$ cat src/rtl/ibex_mem_arb_pkg.sv
// Shared types and helpers for the ibex single-port memory arbiter.
// Holds the response tag layout and the SRAM window decode.
package ibex_mem_arb_pkg;

    typedef enum logic {
        ArbFixed,
        ArbRoundRobin
    } arb_mode_e;

    // Tag index is sized for the largest supported port count.
    localparam int MaxPortsW = 4;
    localparam int MaxAddrW  = 64;

    typedef struct packed {
        logic                 valid;
        logic [MaxPortsW-1:0] idx;
        logic                 err;
    } resp_tag_t;

    // Window size is a power of two, so masking the offset bits leaves the base.
    function automatic logic in_window(input logic [MaxAddrW-1:0] addr,
                                       input logic [MaxAddrW-1:0] base,
                                       input logic [MaxAddrW-1:0] size);
        return (addr & ~(size - 1'b1)) == base;
    endfunction

endpackage

$ cat src/rtl/ibex_rr_arbiter.sv
// One-hot request arbiter with either fixed lowest-index priority or a
// rotating priority pointer that moves past the most recent winner.
module ibex_rr_arbiter
    import ibex_mem_arb_pkg::*;
#(
    parameter int NumPorts   = 2,
    parameter int RoundRobin = 0
) (
    input  logic                clk,
    input  logic                rst_n,
    input  logic [NumPorts-1:0] req,
    input  logic                advance,
    output logic [NumPorts-1:0] gnt
);

    localparam int        IdxW = (NumPorts > 1) ? $clog2(NumPorts) : 1;
    localparam arb_mode_e Mode = (RoundRobin != 0) ? ArbRoundRobin : ArbFixed;

    logic [IdxW-1:0] prio_q;
    logic [IdxW-1:0] win;
    logic            found;
    int              cand;

    // Scan all ports once, starting at the priority pointer and wrapping.
    always_comb begin
        gnt   = '0;
        win   = '0;
        found = 1'b0;
        cand  = 0;
        for (int i = 0; i < NumPorts; i++) begin
            cand = int'(prio_q) + i;
            if (cand >= NumPorts) cand = cand - NumPorts;
            if (!found && req[cand]) begin
                found     = 1'b1;
                gnt[cand] = 1'b1;
                win       = IdxW'(cand);
            end
        end
    end

    // In fixed mode the pointer never leaves zero, so the scan starts at port 0.
    always_ff @(posedge clk or negedge rst_n) begin
        if (!rst_n) begin
            prio_q <= '0;
        end else if (Mode == ArbRoundRobin && advance && found) begin
            prio_q <= (win == IdxW'(NumPorts - 1)) ? '0 : win + 1'b1;
        end
    end

endmodule

$ cat src/rtl/ibex_mem_arbiter.sv
// N-port arbiter in front of one single-port SRAM: window decode, request mux,
// latency-matched tag pipeline and response demux back to the requester.
module ibex_mem_arbiter
    import ibex_mem_arb_pkg::*;
#(
    parameter int                   NumPorts   = 2,
    parameter int                   AddrWidth  = 32,
    parameter int                   DataWidth  = 32,
    parameter logic [AddrWidth-1:0] MemStart   = '0,
    parameter int unsigned          MemSize    = 8 * 1024,
    parameter int                   RoundRobin = 0,
    parameter int                   MemLatency = 1
) (
    input  logic                            clk_i,
    input  logic                            rst_ni,
    input  logic [NumPorts-1:0]             req_i,
    input  logic [NumPorts-1:0]             we_i,
    input  logic [NumPorts*DataWidth/8-1:0] be_i,
    input  logic [NumPorts*AddrWidth-1:0]   addr_i,
    input  logic [NumPorts*DataWidth-1:0]   wdata_i,
    output logic [NumPorts-1:0]             gnt_o,
    output logic [NumPorts-1:0]             rvalid_o,
    output logic [NumPorts-1:0]             err_o,
    output logic [DataWidth-1:0]            rdata_o,
    output logic                            mem_req_o,
    output logic                            mem_we_o,
    output logic [DataWidth/8-1:0]          mem_be_o,
    output logic [AddrWidth-1:0]            mem_addr_o,
    output logic [DataWidth-1:0]            mem_wdata_o,
    input  logic                            mem_rvalid_i,
    input  logic [DataWidth-1:0]            mem_rdata_i
);

    localparam int IdxW = (NumPorts > 1) ? $clog2(NumPorts) : 1;
    localparam int BeW  = DataWidth / 8;

    logic [NumPorts-1:0]  gnt;
    logic                 any_gnt;
    logic                 win_ok;
    logic [IdxW-1:0]      win_idx;
    logic                 win_we;
    logic [BeW-1:0]       win_be;
    logic [AddrWidth-1:0] win_addr;
    logic [DataWidth-1:0] win_wdata;
    resp_tag_t            tag_in;
    resp_tag_t            tag_q [MemLatency];
    resp_tag_t            tag_out;

    ibex_rr_arbiter #(
        .NumPorts  (NumPorts),
        .RoundRobin(RoundRobin)
    ) u_arb (
        .clk    (clk_i),
        .rst_n  (rst_ni),
        .req    (req_i),
        .advance(|req_i),
        .gnt    (gnt)
    );

    assign gnt_o   = gnt;
    assign any_gnt = |gnt;

    // Grant is one-hot, so a priority-free select is enough.
    always_comb begin
        win_idx   = '0;
        win_we    = 1'b0;
        win_be    = '0;
        win_addr  = '0;
        win_wdata = '0;
        for (int k = 0; k < NumPorts; k++) begin
            if (gnt[k]) begin
                win_idx   = IdxW'(k);
                win_we    = we_i[k];
                win_be    = be_i[k*BeW +: BeW];
                win_addr  = addr_i[k*AddrWidth +: AddrWidth];
                win_wdata = wdata_i[k*DataWidth +: DataWidth];
            end
        end
    end

    assign win_ok = any_gnt & in_window(MaxAddrW'(win_addr), MaxAddrW'(MemStart),
                                        MaxAddrW'(MemSize));

    assign mem_req_o   = win_ok;
    assign mem_we_o    = win_ok & win_we;
    assign mem_be_o    = win_ok ? win_be    : '0;
    assign mem_addr_o  = win_ok ? win_addr  : '0;
    assign mem_wdata_o = win_ok ? win_wdata : '0;

    // Out-of-window winners travel the same pipeline so responses stay in order.
    assign tag_in = '{valid: any_gnt,
                      idx:   MaxPortsW'(win_idx),
                      err:   any_gnt & ~win_ok};

    always_ff @(posedge clk_i or negedge rst_ni) begin
        if (!rst_ni) begin
            for (int i = 0; i < MemLatency; i++) tag_q[i] <= '0;
        end else begin
            tag_q[0] <= tag_in;
            for (int i = 1; i < MemLatency; i++) tag_q[i] <= tag_q[i-1];
        end
    end

    assign tag_out = tag_q[MemLatency-1];

    always_comb begin
        rvalid_o = '0;
        err_o    = '0;
        rdata_o  = '0;
        for (int k = 0; k < NumPorts; k++) begin
            if (tag_out.valid && tag_out.idx == MaxPortsW'(k)) begin
                rvalid_o[k] = tag_out.err | mem_rvalid_i;
                err_o[k]    = tag_out.err;
            end
        end
        if (tag_out.valid && !tag_out.err) rdata_o = mem_rdata_i;
    end

`ifndef SYNTHESIS
    // The SRAM must answer every in-window access exactly MemLatency cycles later.
    mem_rvalid_missing: assert property (@(posedge clk_i) disable iff (!rst_ni)
        (tag_out.valid && !tag_out.err) |-> mem_rvalid_i);
`endif

endmodule
$ cat config.mk
export PLATFORM = sky130hd
export DESIGN_NAME = ibex_mem_arbiter
export DESIGN_NICKNAME = d
export VERILOG_FILES = /design/src/rtl/ibex_mem_arb_pkg.sv /design/src/rtl/ibex_rr_arbiter.sv /design/src/rtl/ibex_mem_arbiter.sv
export SDC_FILE = /design/constraint.sdc
export NUM_CORES = 1
export LEC_CHECK = 0
export ABC_AREA = 1
export BUFFER_PORTS_ARGS = -buffer_cell sky130_fd_sc_hd__buf_4
export CAP_MARGIN = 20
export CORE_AREA = 2 2 109 111
export CTS_BUF_LIST = sky130_fd_sc_hd__clkbuf_16
export DETAILED_ROUTE_END_ITERATION = 16
export DIE_AREA = 0 0 111 113
export PLACE_DENSITY = 0.6
export SYNTH_ARGS = -nofsm -noshare
export SYNTH_HDL_FRONTEND = slang
export SYNTH_HIERARCHICAL = 1
export SYNTH_SLANG_ARGS = --single-unit
$ cat constraint.sdc
create_clock -name clk_i -period 1.3 [get_ports clk_i]
set_input_delay 0.13 -clock clk_i [delete_from_list [all_inputs] [get_ports clk_i]]
set_output_delay 0.13 -clock clk_i [all_outputs]
set_load 0.01 [all_outputs]
# [Word level (Yosys, flattened, before mapping)]
# Index checks and enable logic that the tools add are counted.
[op_classes] addsub=3 order_cmp=6 mux=32 n_bitwise=6 reduce_logical=11
[op_table] cell="two-way mux 32 bit" n=9
[op_table] cell="greater-or-equal comparator 32 x 1 -> 1 bit, second input constant" n=2
[op_table] cell="zero test 64 bit" n=1
[op_table] cell="< comparator 32 x 3 -> 1 bit, second input constant" n=2
[op_table] cell="greater-or-equal comparator 32 x 3 -> 1 bit, second input constant" n=1
[op_table] cell="subtractor 32 x 3 -> 32 bit, second input constant" n=1
[op_table] cell="two-way mux 1 bit" n=16
[op_table] cell="two-way mux 4 bit" n=3
[op_table] cell="logical AND 1 bit" n=6
[op_table] cell="zero test 4 bit" n=1
[op_table] cell="two-way mux 2 bit" n=2
[op_table] cell="bitwise AND 1 bit" n=3
[op_table] cell="subtractor 1 x 2 -> 3 bit, second input constant" n=1
[op_table] cell="adder 1 x 1 -> 2 bit, second input constant" n=1
[op_table] cell="demux 1 bit (select 1 bit)" n=2
[op_table] cell="greater-or-equal comparator 1 x 2 -> 1 bit, second input constant" n=1
[op_table] cell="zero test 1 bit" n=2
[op_table] cell="bitwise OR 2 bit" n=1
[op_table] cell="OR reduction 2 bit" n=1
[op_table] cell="NOT 1 bit" n=1
[op_table] cell="bitwise OR 1 bit" n=1
[word_totals] ff_bits=3 inputBits=175

# [Logic depth before layout (Yosys ltp)]
# Gate-level depths: netlist (run 1).
[depth] depth_word=15 ltp_mapped=14 ltp_nobuf=11

# [Cells and area by module]
# The synthesis (run 1) kept the hierarchy.
[by_module_without_submodules] mod="ibex_mem_arbiter" instances=1 cells_each=311 area_each_um2=1674.1 seq_area_each_um2=75.1
[by_module_without_submodules] mod="ibex_rr_arbiter" instances=1 cells_each=4 area_each_um2=21.3 seq_area_each_um2=0.0

# [Worst setup path before layout (run 1)]
# No wires, ideal clock.
[synth_timing] kind="input to output" startpoint="input req_i[1]" endpoint="output mem_wdata_o[22]" arrival_time_ns=1.400 setup_slack_ns=-0.230 path_stages=10 n_path_buf=3 cell_sequence="inv_1 -> nor2_2 -> buf_6 -> buf_2 -> a22oi_1 -> nand2_1 -> nor2_1 -> nand3_4 -> buf_6 -> nor2_1"
[synth_via] elab_cells_between_ends=20 cone_classes="mux (14); bitwise (2); reduce/logical (4)"
[synth_lines] item="from (decl)" line_no="ibex_mem_arbiter.sv:16" source="input logic [NumPorts-1:0] req_i,"
[synth_lines] item="two-way mux 1 bit (not written as such) (3 in series)" line_no="ibex_rr_arbiter.sv:33" source="if (!found && req[cand]) begin"
[synth_lines] item="two-way mux 1 bit" line_no="ibex_rr_arbiter.sv:33"
[synth_lines] item="zero test 1 bit" line_no="ibex_rr_arbiter.sv:33"
[synth_lines] item="logical AND 1 bit" line_no="ibex_rr_arbiter.sv:33"
[synth_lines] item="two-way mux 2 bit (*)" line_no="ibex_rr_arbiter.sv:33"
[synth_lines] item="named net gnt_o[1]" line_no="ibex_mem_arbiter.sv:21" source="output logic [NumPorts-1:0] gnt_o,"
[synth_lines] item="two-way mux 32 bit" line_no="ibex_mem_arbiter.sv:71" source="if (gnt[k]) begin"
[synth_lines] item="zero test 64 bit" line_no="ibex_mem_arb_pkg.sv:24" source="return (addr & ~(size - 1'b1)) == base;"
[synth_lines] item="bitwise AND 1 bit" line_no="ibex_mem_arbiter.sv:81" source="assign win_ok = any_gnt & in_window(MaxAddrW'(win_addr), MaxAddrW'(MemStart),"
[synth_lines] item="two-way mux 32 bit (*)" line_no="ibex_mem_arbiter.sv:88" source="assign mem_wdata_o = win_ok ? win_wdata : '0;"
[synth_lines] item="to (decl)" line_no="ibex_mem_arbiter.sv:29" source="output logic [DataWidth-1:0] mem_wdata_o,"
# Mark *: on every way through the listed nets, which the timed path passes. The rest lies on a longest branch. The select of a mux whose other input is x is not followed.

# [Worst setup path in the final report (run 1)]
[layout_timing] startpoint="input req_i[1]" endpoint="output mem_addr_o[5]"
[layout_via] elab_chain_cells=12 elab_cells_between_ends=18 cone_classes="mux (12); bitwise (2); reduce/logical (4)"
[layout_rtl] item="two-way mux 1 bit (not written as such) (3 in series)" line_no="ibex_rr_arbiter.sv:33"
[layout_rtl] item="two-way mux 1 bit" line_no="ibex_rr_arbiter.sv:33"
[layout_rtl] item="zero test 1 bit" line_no="ibex_rr_arbiter.sv:33"
[layout_rtl] item="logical AND 1 bit" line_no="ibex_rr_arbiter.sv:33"
[layout_rtl] item="two-way mux 2 bit (*)" line_no="ibex_rr_arbiter.sv:33"
[layout_rtl] item="two-way mux 32 bit (2 in series)" line_no="ibex_mem_arbiter.sv:71"
[layout_rtl] item="zero test 64 bit" line_no="ibex_mem_arb_pkg.sv:24"
[layout_rtl] item="bitwise AND 1 bit" line_no="ibex_mem_arbiter.sv:81"
[layout_rtl] item="two-way mux 32 bit (*)" line_no="ibex_mem_arbiter.sv:87" source="assign mem_addr_o = win_ok ? win_addr : '0;"
[layout_rtl] item="to (decl)" line_no="ibex_mem_arbiter.sv:28" source="output logic [AddrWidth-1:0] mem_addr_o,"
# Every way passes the cells marked *; elsewhere a longest branch is shown, timed or not. The select of a mux whose other input is x is not followed.

==> results.py, run 1 <==
metrics = {
    "power_and_ir_drop": {
        "power_mw": 1.50,
        "switchingPower_uw": 489,
        "vdd_drop_max_mv": 0.276,
        "power.density_nw_per_um2": 333,
        "p_int_mw": 1.01,
        "p_sw_share_pct": 32.6,
        "power_frac_clock_pct": 31.9,
        "p_leak_nw": 2.39,
        "p_comb_share_pct": 61.4,
        "seqPwrFrac_pct": 6.7,
    },
    "setup_path": {
        "critPathRequiredTime_ps": 1170,
        "cp_top_family": "simple AND/OR/NAND/NOR gates",
        "critical_path_buf_inv_count": 6,
        "crit_arrival_ps": 1630,
        "slowest_delay_ps": 240,
        "crit_type": "in -> out",
        "crit_chain": "buf_8 > inv_12 > nor2_4 > buf_12 > nand2_2 > inv_2 > nor2_1 > nand2_1 > nor2_2 > nand2_2 > nor2_4 > nand3_4 > clkbuf_16 > nor2_2 > buf_4",
        "cp.depth": 15,
        "slowest_stage": "clkbuf_16",
        "critPathMaxFanout": 19,
        "cp-end-kind": "primary output",
        "critPathLaunchType": "primary input",
    },
    "die": {
        "chipWidth_um": 111,
        "start_util_pct": 15.0,
        "die_height_um": 113,
        "fp-row-count": 39,
        "coreArea_um2": 11300,
        "ios": 283,
        "die-area_um2": 12500,
    },
    "placed_design": {
        "placed_cell_area_um2": 3780,
        "place_inst": 704,
        "dp_hpwl_mm": 7.44,
        "pre_cts_ws_ps": -563,
        "portBuffers": 262,
        "gp_congestion": 0.797,
    },
    "global_routing": {
        "grt_max_degree": 60,
        "grt_pass1_vias": 3074,
        "track_usage_pct": 13.8,
        "grt_pass1_wl_mm": 14.1,
        "antenna_found_initial": 0,
        "grt.overflow.total": 0,
    },
    "cts": {
        "max-clock-path-buffers": 2,
        "cts_tree": "yes",
        "path_clk_slew_ps": 30,
        "cts_made_buffers": 3,
        "cts.sinks": 3,
        "h-tree-depth": 1,
        "cts.root.buffer_cell": "clkbuf_16",
    },
    "route": {
        "first_iter_violations": 92,
        "routed_wl_mm": 9.97,
        "viasPerCell": 4.19,
        "drtPass1Iterations": 4,
        "antenna_left": 0,
        "drc": 0,
        "vias": 3023,
        "wl_per_cell_um": 13.8,
    },
    "final_layout": {
        "area_growth_pct": 167,
        "largest_reg_flops": 3,
        "final_util_pct": 40.0,
        "diodes": 0,
        "drive_above_1_share_pct": 69.7,
        "layoutNonFillerInstCount": 721,
        "fin_nets": 754,
        "final_area_um2": 4510,
        "fillers": 1176,
    },
    "yosys": {
        "avgSynthCellArea_um2": 5.38,
        "yosysWarnings": 8,
        "syn_area_um2": 1690,
        "synth_cells": 314,
    },
    "sta": {
        "fmax_ghz": 0.567,
        "slew_headroom_pct": -49.0,
        "grt_setup_unrepaired": "yes",
        "finalCriticalPeriod_ps": 1760,
        "final_max_slew_viol_count": 60,
        "hold_viol": 0,
        "setup_violations": 51,
        "worst_pin_slew_ps": 2230,
        "fin_ws_ps": -463,
        "finalCritPeriodShare_pct": 136,
    },
    "job": {
        "cap_violations": 0,
    },
    "status": {
        "status": "complete, but fails checks",
        "violations": "slew limit, setup timing",
    },
    "min_path": {
        "min_path_type": "in -> async",
    },
}
==> per-layer routing <==
layer,GRT usage (%),part of all wire (%),routed length (µm)
met1,14.4,35,3490
met2,26.7,54,5370
met5,0,0,0
met4,4.25,2.0,204
met3,3.64,9.1,903
==> power by group through the flow <==
stage / clock network [mW] / logic, mW / registers, mW
2_1_floorplan: 0 / 0.364 / 0.101
3_3_place_gp: 0 / 0.774 / 0.101
3_5_place_dp: 0 / 0.785 / 0.101
4_1_cts: 0.485 / 0.883 / 0.100
5_1_grt: 0.509 / 1.01 / 0.102
6_report: 0.478 / 0.922 / 0.101
==> stage by stage <==
stage          setup TNS (ps)  hold slack (ps)
2_1_floorplan           -9370             -166
3_3_place_gp           -25300            -81.3
3_5_place_dp           -26110            -78.9
4_1_cts                -25140              253
5_1_grt                -27840              272
6_report               -21650              260
==> area by class of cell <==
type	count	area, µm²	area share [%]
inverter	46	190	4.22
clock inverter	1	3.75	0.0833
clock buffer	3	75.1	1.67
sequential	3	75.1	1.67
timing repair buffer	286	2450	54.4
tap	143	179	3.97
multi-input combinational	239	1530	34.0
==> repair_timing <==
action / CTS / global route
hold buffers: 1 / 0
setup buffers: 7 / 1
endpoints found under the setup margin: 78 / 83
pin swaps: 1 / 14
endpoints found under the hold margin: 3 / 0
cloned: 4 / 4
resized for setup: 53 / 87
==> worst paths after layout <==
kind / from / endpoint / slack, ps
max: req_i[1] / mem_addr_o[5] / -460
min: rst_ni / tag_out[1]$_DFF_PN0_ / 260
max in group asynchronous: rst_ni / tag_out[0]$_DFF_PN0_ / 950
min in group clk_i: addr_i[61] / tag_out[0]$_DFF_PN0_ / 380
==> placed cells by master, fill, tap and decap left out, drive strengths merged <==
cell	instances
buf	282
nor2	108
a22oi	52
nand2	51
inv	46
conb	20
clkbuf	6
nand3	6
dfrtp	3
a21oi	2
clkinv	1
dlygate4sd3	1
Note: power is estimated with default switching activity, not from simulation.
==> run 2: changes to the inputs <==
--- a/config.mk
+++ b/config.mk
@@ -9,7 +9,6 @@
 export BUFFER_PORTS_ARGS = -buffer_cell sky130_fd_sc_hd__buf_4
 export CAP_MARGIN = 20
 export CORE_AREA = 2 2 109 111
-export CTS_BUF_LIST = sky130_fd_sc_hd__clkbuf_16
 export DETAILED_ROUTE_END_ITERATION = 16
 export DIE_AREA = 0 0 111 113
 export PLACE_DENSITY = 0.6
==> run 2 against run 1 <==
Compared with the run above:
- the run still ends with slew limit, setup timing left
- setup slack unchanged
- fmax unchanged
- clock power increased by 2%
- critical path depth unchanged
- first-iteration DRC count unchanged
- design area unchanged
- hold slack about the same
- core utilization unchanged
- combinational power about the same
- critical path type unchanged
- largest power group unchanged
- highest routed layer unchanged
==> results.py, run 2 (same netlist as run 1, synthesis figures left out) <==
metrics = {
    "sta": {
        "finalCritPeriodShare_pct": 136,
        "final_max_slew_viol_count": 60,
        "whs_ps": 260,
        "slew_headroom_pct": -49.0,
        "hold_viol": 0,
        "fmax_ghz": 0.567,
        "finalCriticalPeriod_ps": 1760,
        "grt_setup_unrepaired": "yes",
        "fin_ws_ps": -463,
        "setup_violations": 51,
        "worst_pin_slew_ps": 2230,
    },
    "final_layout": {
        "multi_input_area_um2": 1530,
        "final_util_pct": 40.0,
        "final_cell_mix": "242 x buf_4, 64 x nor2_2, 52 x a22oi_1",
        "fillers": 1176,
        "fin_nets": 754,
        "layout_commonest_cell": "buf_4",
        "area_growth_pct": 167,
        "drive_above_1_share_pct": 69.7,
        "seqCellArea_um2": 75.1,
        "diodes": 0,
        "largest_reg_flops": 3,
    },
    "power_and_ir_drop": {
        "seqPwrFrac_pct": 6.7,
        "p_comb_share_pct": 61.1,
        "p_leak_nw": 2.38,
        "p_sw_share_pct": 32.4,
        "power.density_nw_per_um2": 335,
        "p_int_mw": 1.02,
        "switchingPower_uw": 489,
        "vdd_drop_max_mv": 0.276,
        "power_frac_clock_pct": 32.2,
    },
    "route": {
        "viasPerCell": 4.19,
        "drtPass1Iterations": 4,
        "antenna_left": 0,
        "wl_per_cell_um": 13.8,
        "first_iter_violations": 92,
        "drc": 0,
        "routed_wl_mm": 9.96,
        "vias": 3022,
    },
    "global_routing": {
        "track_usage_pct": 13.8,
        "grt_max_degree": 60,
        "grt_pass1_vias": 3074,
        "grt.overflow.total": 0,
        "grt_pass1_wl_mm": 14.1,
        "antenna_found_initial": 0,
    },
    "setup_path": {
        "crit_arrival_ps": 1630,
        "crit_type": "in -> out",
        "worstSetupStartpoint": "req_i[1]",
        "cp-end-kind": "primary output",
        "critPathMaxFanout": 19,
        "critPathLaunchType": "primary input",
        "critPathRequiredTime_ps": 1170,
    },
    "cts": {
        "cts.root.buffer_cell": "clkbuf_16",
        "path_clk_slew_ps": 30,
        "cts_tree": "yes",
        "cts_made_buffers": 3,
        "max-clock-path-buffers": 2,
        "cts.sinks": 3,
        "h-tree-depth": 1,
    },
    "die": {
        "ios": 283,
        "start_util_pct": 15.0,
        "fp-row-count": 39,
        "chipWidth_um": 111,
        "die-area_um2": 12500,
        "coreArea_um2": 11300,
        "die_height_um": 113,
    },
    "min_path": {
        "min_path_type": "in -> async",
    },
    "job": {
        "cap_violations": 0,
    },
    "placed_design": {
        "gp_congestion": 0.797,
        "dp_hpwl_mm": 7.44,
        "portBuffers": 262,
    },
    "status": {
        "violations": "slew limit, setup timing",
        "status": "complete, but fails checks",
    },
}
-- run 2: stage by stage --
stage          power, mW  cell area [µm²]  std cells  setup TNS [ps]  worst slack, ps
2_1_floorplan      0.465             1830        332           -9370             -187
6_report            1.51             4510        721          -21650             -463
3_3_place_gp       0.875             3780        704          -25300             -531
3_5_place_dp       0.886             3780        704          -26110             -563
5_1_grt             1.63             4510        721          -27840             -559
4_1_cts             1.48             4230        720          -25140             -534
-- run 2: how the worst max path moves through the flow --
stage                 endpoint  slack (ps)  cells past startpoint
2_1_floorplan    mem_addr_o[0]        -190                     14
3_3_place_gp   mem_wdata_o[31]        -530                     15
3_5_place_dp   mem_wdata_o[31]        -560                     15
4_1_cts        mem_wdata_o[31]        -530                     14
5_1_grt        mem_wdata_o[11]        -560                     15
6_report         mem_addr_o[5]        -460                     15
-- run 2: critical path: stages --
cell and delay (ps):
buf_8 110, inv_12 40, nor2_4 50, buf_12 140
nand2_2 50, inv_2 30, nor2_1 80, nand2_1 70
nor2_2 110, nand2_2 80, nor2_4 130, nand3_4 150
clkbuf_16 240, nor2_2 100, buf_4 120
-- run 2: final cells by class --
type,count,area share (%)
Multi-Input combinational cell,239,34.0
Inverter,46,4.22
Timing Repair Buffer,286,54.4
Clock buffer,4,1.75
Tap cell,143,3.97
Sequential cell,3,1.67
-- run 2: power by group through the flow --
| stage | logic (mW) | registers [mW] | clock network (mW) |
|---|---|---|---|
| global placement | 0.774 | 0.101 | 0 |
| detailed placement | 0.785 | 0.101 | 0 |
| CTS | 0.883 | 0.100 | 0.492 |
| global route | 1.01 | 0.102 | 0.517 |
| finish | 0.922 | 0.101 | 0.486 |
| floorplan | 0.364 | 0.101 | 0 |
-- run 2: timing repair --
| item | in CTS | in global routing |
|---|---|---|
| hold buffers | 1 | 0 |
| setup buffers | 7 | 1 |
| endpoints found under the setup margin | 78 | 83 |
| hold endpoints to repair | 3 | 0 |
| resized for setup | 53 | 87 |
| pin swaps | 1 | 14 |
| cloned | 4 | 4 |
-- run 2: routing by layer --
metal / up-vias / track usage, % / part of all wire [%]
li1: 1472 / - / -
met1: 1347 / 14.4 / 35
met2: 190 / 26.7 / 54
met3: 13 / 3.64 / 9.1
met4: 0 / 4.25 / 2.0
met5: - / 0 / 0
